### src/rtl/operator_sequencer.sv
// Keypad-driven sequencer: collects operand A, an operator and operand B,
// fires the external operator datapath for one cycle and captures its result.
module operator_sequencer (
  input  logic       clk,
  input  logic       reset,
  input  logic [3:0] key,
  input  logic       key_valid,
  input  logic [7:0] op_result,
  output logic [3:0] A,
  output logic [3:0] B,
  output logic [3:0] OP,
  output logic       E,
  output logic [7:0] result,
  output logic       sinal,
  output logic       done,
  output logic       erro,
  output logic [2:0] estado
);

  typedef enum logic [2:0] {
    S_IDLE   = 3'd0,
    S_GOT_A  = 3'd1,
    S_GOT_OP = 3'd2,
    S_GOT_B  = 3'd3,
    S_EXEC   = 3'd4,
    S_SHOW   = 3'd5
  } state_t;

  localparam logic [3:0] KEY_MUL   = 4'b1010;
  localparam logic [3:0] KEY_SUB   = 4'b1011;
  localparam logic [3:0] KEY_ADD   = 4'b1100;
  localparam logic [3:0] KEY_EQ    = 4'b1101;
  localparam logic [3:0] KEY_CLEAR = 4'b1110;

  function automatic logic is_digit(input logic [3:0] k);
    return (k <= 4'd9);
  endfunction

  function automatic logic is_operator(input logic [3:0] k);
    return (k == KEY_MUL) || (k == KEY_SUB) || (k == KEY_ADD);
  endfunction

  state_t     state_q, state_d;
  logic [3:0] a_q, a_d;
  logic [3:0] b_q, b_d;
  logic [3:0] op_q, op_d;
  logic [7:0] result_q, result_d;
  logic       erro_q, erro_d;
  logic       e_q, e_d;
  logic       done_q, done_d;

  logic dig_s, opr_s, eq_s, clr_s;

  // Key decode; EXEC never samples the keypad, so clear is masked there too
  always_comb begin
    dig_s = key_valid && is_digit(key);
    opr_s = key_valid && is_operator(key);
    eq_s  = key_valid && (key == KEY_EQ);
    clr_s = key_valid && (key == KEY_CLEAR) && (state_q != S_EXEC);
  end

  // Next-state and register-update logic
  always_comb begin
    state_d  = state_q;
    a_d      = a_q;
    b_d      = b_q;
    op_d     = op_q;
    result_d = result_q;
    erro_d   = erro_q;
    if (clr_s) begin
      state_d  = S_IDLE;
      a_d      = 4'd0;
      b_d      = 4'd0;
      op_d     = 4'd0;
      result_d = 8'd0;
      erro_d   = 1'b0;
    end else begin
      case (state_q)
        S_IDLE: begin
          if (dig_s) begin
            a_d     = key;
            erro_d  = 1'b0;
            state_d = S_GOT_A;
          end else if (opr_s || eq_s) begin
            erro_d = 1'b1;
          end else begin
            erro_d = erro_q;
          end
        end
        S_GOT_A: begin
          if (dig_s) begin
            a_d    = key;
            erro_d = 1'b0;
          end else if (opr_s) begin
            op_d    = key;
            erro_d  = 1'b0;
            state_d = S_GOT_OP;
          end else if (eq_s) begin
            erro_d = 1'b1;
          end else begin
            erro_d = erro_q;
          end
        end
        S_GOT_OP: begin
          if (opr_s) begin
            op_d   = key;
            erro_d = 1'b0;
          end else if (dig_s) begin
            b_d     = key;
            erro_d  = 1'b0;
            state_d = S_GOT_B;
          end else if (eq_s) begin
            erro_d = 1'b1;
          end else begin
            erro_d = erro_q;
          end
        end
        S_GOT_B: begin
          if (dig_s) begin
            b_d    = key;
            erro_d = 1'b0;
          end else if (eq_s) begin
            erro_d  = 1'b0;
            state_d = S_EXEC;
          end else if (opr_s) begin
            erro_d = 1'b1;
          end else begin
            erro_d = erro_q;
          end
        end
        S_EXEC: begin
          result_d = op_result;
          state_d  = S_SHOW;
        end
        S_SHOW: begin
          if (dig_s) begin
            a_d     = key;
            b_d     = 4'd0;
            op_d    = 4'd0;
            erro_d  = 1'b0;
            state_d = S_GOT_A;
          end else if (opr_s || eq_s) begin
            erro_d = 1'b1;
          end else begin
            erro_d = erro_q;
          end
        end
        default: state_d = S_IDLE;
      endcase
    end
  end

  // Strobes are registered from the next state so they align with estado
  always_comb begin
    e_d    = (state_d == S_EXEC);
    done_d = (state_q == S_EXEC) && (state_d == S_SHOW);
  end

  // State and datapath registers
  always_ff @(posedge clk or posedge reset) begin
    if (reset) begin
      state_q  <= S_IDLE;
      a_q      <= 4'd0;
      b_q      <= 4'd0;
      op_q     <= 4'd0;
      result_q <= 8'd0;
      erro_q   <= 1'b0;
      e_q      <= 1'b0;
      done_q   <= 1'b0;
    end else begin
      state_q  <= state_d;
      a_q      <= a_d;
      b_q      <= b_d;
      op_q     <= op_d;
      result_q <= result_d;
      erro_q   <= erro_d;
      e_q      <= e_d;
      done_q   <= done_d;
    end
  end

  assign A      = a_q;
  assign B      = b_q;
  assign OP     = op_q;
  assign E      = e_q;
  assign result = result_q;
  assign sinal  = result_q[7];
  assign done   = done_q;
  assign erro   = erro_q;
  assign estado = state_q;

endmodule
### config.mk
export PLATFORM = sky130hd
export DESIGN_NAME = operator_sequencer
export DESIGN_NICKNAME = d
export VERILOG_FILES = /design/src/rtl/operator_sequencer.sv
export SDC_FILE = /design/constraint.sdc
export NUM_CORES = 1
export LEC_CHECK = 0
export BUFFER_PORTS_ARGS = -buffer_cell sky130_fd_sc_hd__buf_2
export CORE_UTILIZATION = 54
export DETAILED_ROUTE_END_ITERATION = 10
export GPL_TIMING_DRIVEN = 0
export PLACE_DENSITY = 0.83
export SETUP_SLACK_MARGIN = 0.05
export SYNTH_ARGS = -nofsm -noshare
export SYNTH_HDL_FRONTEND = slang
export SYNTH_SLANG_ARGS = --single-unit
### constraint.sdc
create_clock -name clk -period 4.6 [get_ports clk]
set_input_delay 0.69 -clock clk [delete_from_list [all_inputs] [get_ports clk]]
set_output_delay 0.69 -clock clk [all_outputs]
set_load 0.01 [all_outputs]
==> flow_metrics.py <==
metrics = {
    "power": {
        "power.net_switching_w": 0.000286,
        "internal_power_w": 0.000534,
        "clock_power_share_pct": 19.2,
        "p_comb_share_pct": 37.6,
        "p_leak_nw": 0.889,
        "p_sw_share_pct": 34.8,
        "cellPowerDensity_nw_per_um2": 496,
        "ir_drop_v": 0.000347,
        "seqPwrFrac_pct": 43.1,
    },
    "cts": {
        "clk_path_buf_depth": 2,
        "htreeDepth": 1,
        "cts.sinks": 26,
        "cts.clk_slew.worst_paths_ps": 140,
        "cts_root_buffer": "clkbuf_4",
        "cts_setup_buffers": 0,
        "clock_latency_ps": 320,
        "holdBufCountCts": 0,
        "cts_buffers": 3,
        "post_cts_resized": 0,
        "cts_tree": "built",
    },
    "setup_path": {
        "r2r_start": "estado[2]",
        "max_stage_delay_ps": 400,
        "required_ps": 4830,
        "cp_top_family": "multiplexers",
        "rr_worst_depth": 5,
        "crit_chain": "buf_4, inv_1, mux2_2, o22ai_2, mux2_2",
        "worst_path_most_repeated_cell": "mux2_2",
        "crit_path_start_kind": "flip-flop",
        "rrSetupSlack_ps": 2770,
        "cp-end-kind": "flip-flop",
        "cp_max_fo": 10,
        "rr_endpoint": "B[0]",
        "slowest_stage": "dfrtp_1",
        "crit_type": "reg2reg",
        "path_buf_inv": 2,
        "critPathArrivalTime_ps": 2060,
    },
    "timing": {
        "hold_viol": 0,
        "finalCritPeriodShare_pct": 39.9,
        "maxSlewHeadroom_pct": 36.1,
        "slew_violations": 0,
        "finalSetupViolations": 0,
        "fin_tns_setup_ps": 0,
        "finClkSkew_ps": 2.91,
        "min_period_ps": 1830,
        "tightest_slew_ps": 957,
        "finalWorstSetupSlack_ps": 2770,
        "fmax_mhz": 545,
        "rsz0062_at_grt": "false",
    },
    "flow_run": {
        "drv_cap": 0,
    },
    "layout": {
        "layout_common_cells": "40 x buf_2, 26 x dfrtp_1, 25 x nand2_1",
        "antennaDiodeCount": 0,
        "final_common_cell": "buf_2",
        "utilization_pct": 71.3,
        "final_area_um2": 1650,
        "layout.nets": 192,
        "areaGrowthSynthToFinish_pct": 19.7,
        "layout-drive-gt1-share_pct": 36.9,
    },
    "drt": {
        "wl_um": 3010,
        "vias": 1176,
        "wl_met2_um": 1470,
        "wl_met1_um": 1310,
        "drt_first_pass_iters": 4,
        "drc": 0,
        "first_iter_violations": 29,
        "wl_met3_um": 202,
        "wl_per_cell_um": 14.8,
        "ant_nets": 0,
        "drt-vias-per-instance": 5.76,
        "dr.max_layer_used": "met4",
    },
    "grt": {
        "track_usage_pct": 26.0,
        "antenna_found_initial": 0,
        "grt_first_pass_wirelength_um": 5310,
        "grt_pass1_vias": 1130,
        "grt-ovfl-total": 0,
        "grt_max_degree": 27,
    },
    "worst_hold_path": {
        "min_to": "OP[3]",
        "hold_path_depth": 1,
        "hp-start": "OP[3]",
        "holdCritPathClass": "reg2reg",
    },
    "synthesis": {
        "yosysSeqAreaShare_pct": 47.1,
        "synth-main-ff-cell": "dfrtp_1",
        "syn-cell-area_um2": 1380,
        "yosysWarnings": 0,
        "synth_seq_cells": 26,
        "synth_cell_type_count": 44,
        "synth_area_per_cell_um2": 10.2,
        "synth_edf_count": 0,
        "syn_inst": 135,
        "synthArstFlopShare_pct": 100,
        "synth_nets": 150,
    },
    "outcome": {
        "status": "complete, no violations",
    },
    "floorplan": {
        "core_um2": 2320,
        "die_area_um2": 2760,
        "pin_count": 42,
        "die_w_um": 52.6,
        "placementRows": 17,
        "initial_core_util_pct": 59.6,
        "die_h_um": 52.6,
    },
    "placed_design": {
        "dpl_cell_area_um2": 1600,
        "portBuffers": 37,
        "gp_congestion": 0.829,
        "pre_cts_ws_ps": 2520,
        "dp_hpwl_um": 2240,
    },
}
-- per-stage QoR --
stage / hold WS [ps] / power, W / instances
floorplan: 518 / 0.000547 / 135
global placement: 454 / 0.000653 / 200
detailed placement: 461 / 0.000668 / 200
CTS: 492 / 0.000825 / 204
global route: 505 / 0.000879 / 204
finish: 487 / 0.000820 / 204
-- cells in the mapped netlist (2+ instances only) --
cell type	instances	area, µm²
a21o_1	2	15.0
buf_2	3	15.0
buf_6	2	22.5
mux2_2	2	22.5
buf_4	5	37.5
o2111ai_1	2	17.5
o21ai_0	7	35.0
mux2i_1	2	20.0
dfrtp_1	26	651
o211ai_1	2	15.0
nand2_1	25	93.8
a22o_1	5	43.8
inv_1	5	18.8
a21oi_1	3	15.0
nand2b_1	4	25.0
and3_1	4	25.0
nand3_1	9	45.0
-- final cells by class --
type                    instances  area [µm²]
repair buffers                 37         185
fillers                       189         664
flip-flops and latches         26         651
multi-input cells              92         629
plain buffers                  11        78.8
clock inverters                 1        30.0
clock buffers                   3        22.5
well taps                      28        35.0
inverters                       6        22.5
-- logic make-up (layout without fill, tap and decap cells) --
logic type	Yosys count	after routing	synth area share, %
buffers and inverters	17	58	7.34
AO/OA/AOI/OAI	31	31	17.8
flip-flops	26	26	47.1
multiplexers	6	6	4.98
AND/OR/NAND/NOR	55	55	22.7
-- flip-flops by register name, indices dropped and copies added, names as in the netlist --
register	flops
result	8
A	4
B	4
OP	4
estado	3
E	1
done	1
erro	1
-- metal layers --
layer | global-route usage, % | vias up
li1 | - | 565
met1 | 36.2 | 553
met2 | 43.2 | 52
met3 | 3.19 | 6
met4 | 5.26 | 0
met5 | 0 | -
-- worst max-delay path by stage --
stage	startpoint	endpoint	slack (ps)	cells after the start
CTS	estado[2]	B[0]	2780	5
detailed placement	key[2]	OP[0]	2520	6
finish	estado[2]	B[0]	2770	5
floorplan	key[2]	OP[0]	2640	6
global placement	key[2]	OP[0]	2550	6
global route	estado[2]	A[3]	2710	6
-- power groups by stage --
stage               clock network, W  logic (W)  registers, W
global placement                   0   0.000300      0.000353
finish                      0.000158   0.000309      0.000354
global route                0.000170   0.000342      0.000366
CTS                         0.000160   0.000311      0.000354
detailed placement                 0   0.000309      0.000359
floorplan                          0   0.000156      0.000391
(Power assumes the default switching activity.)
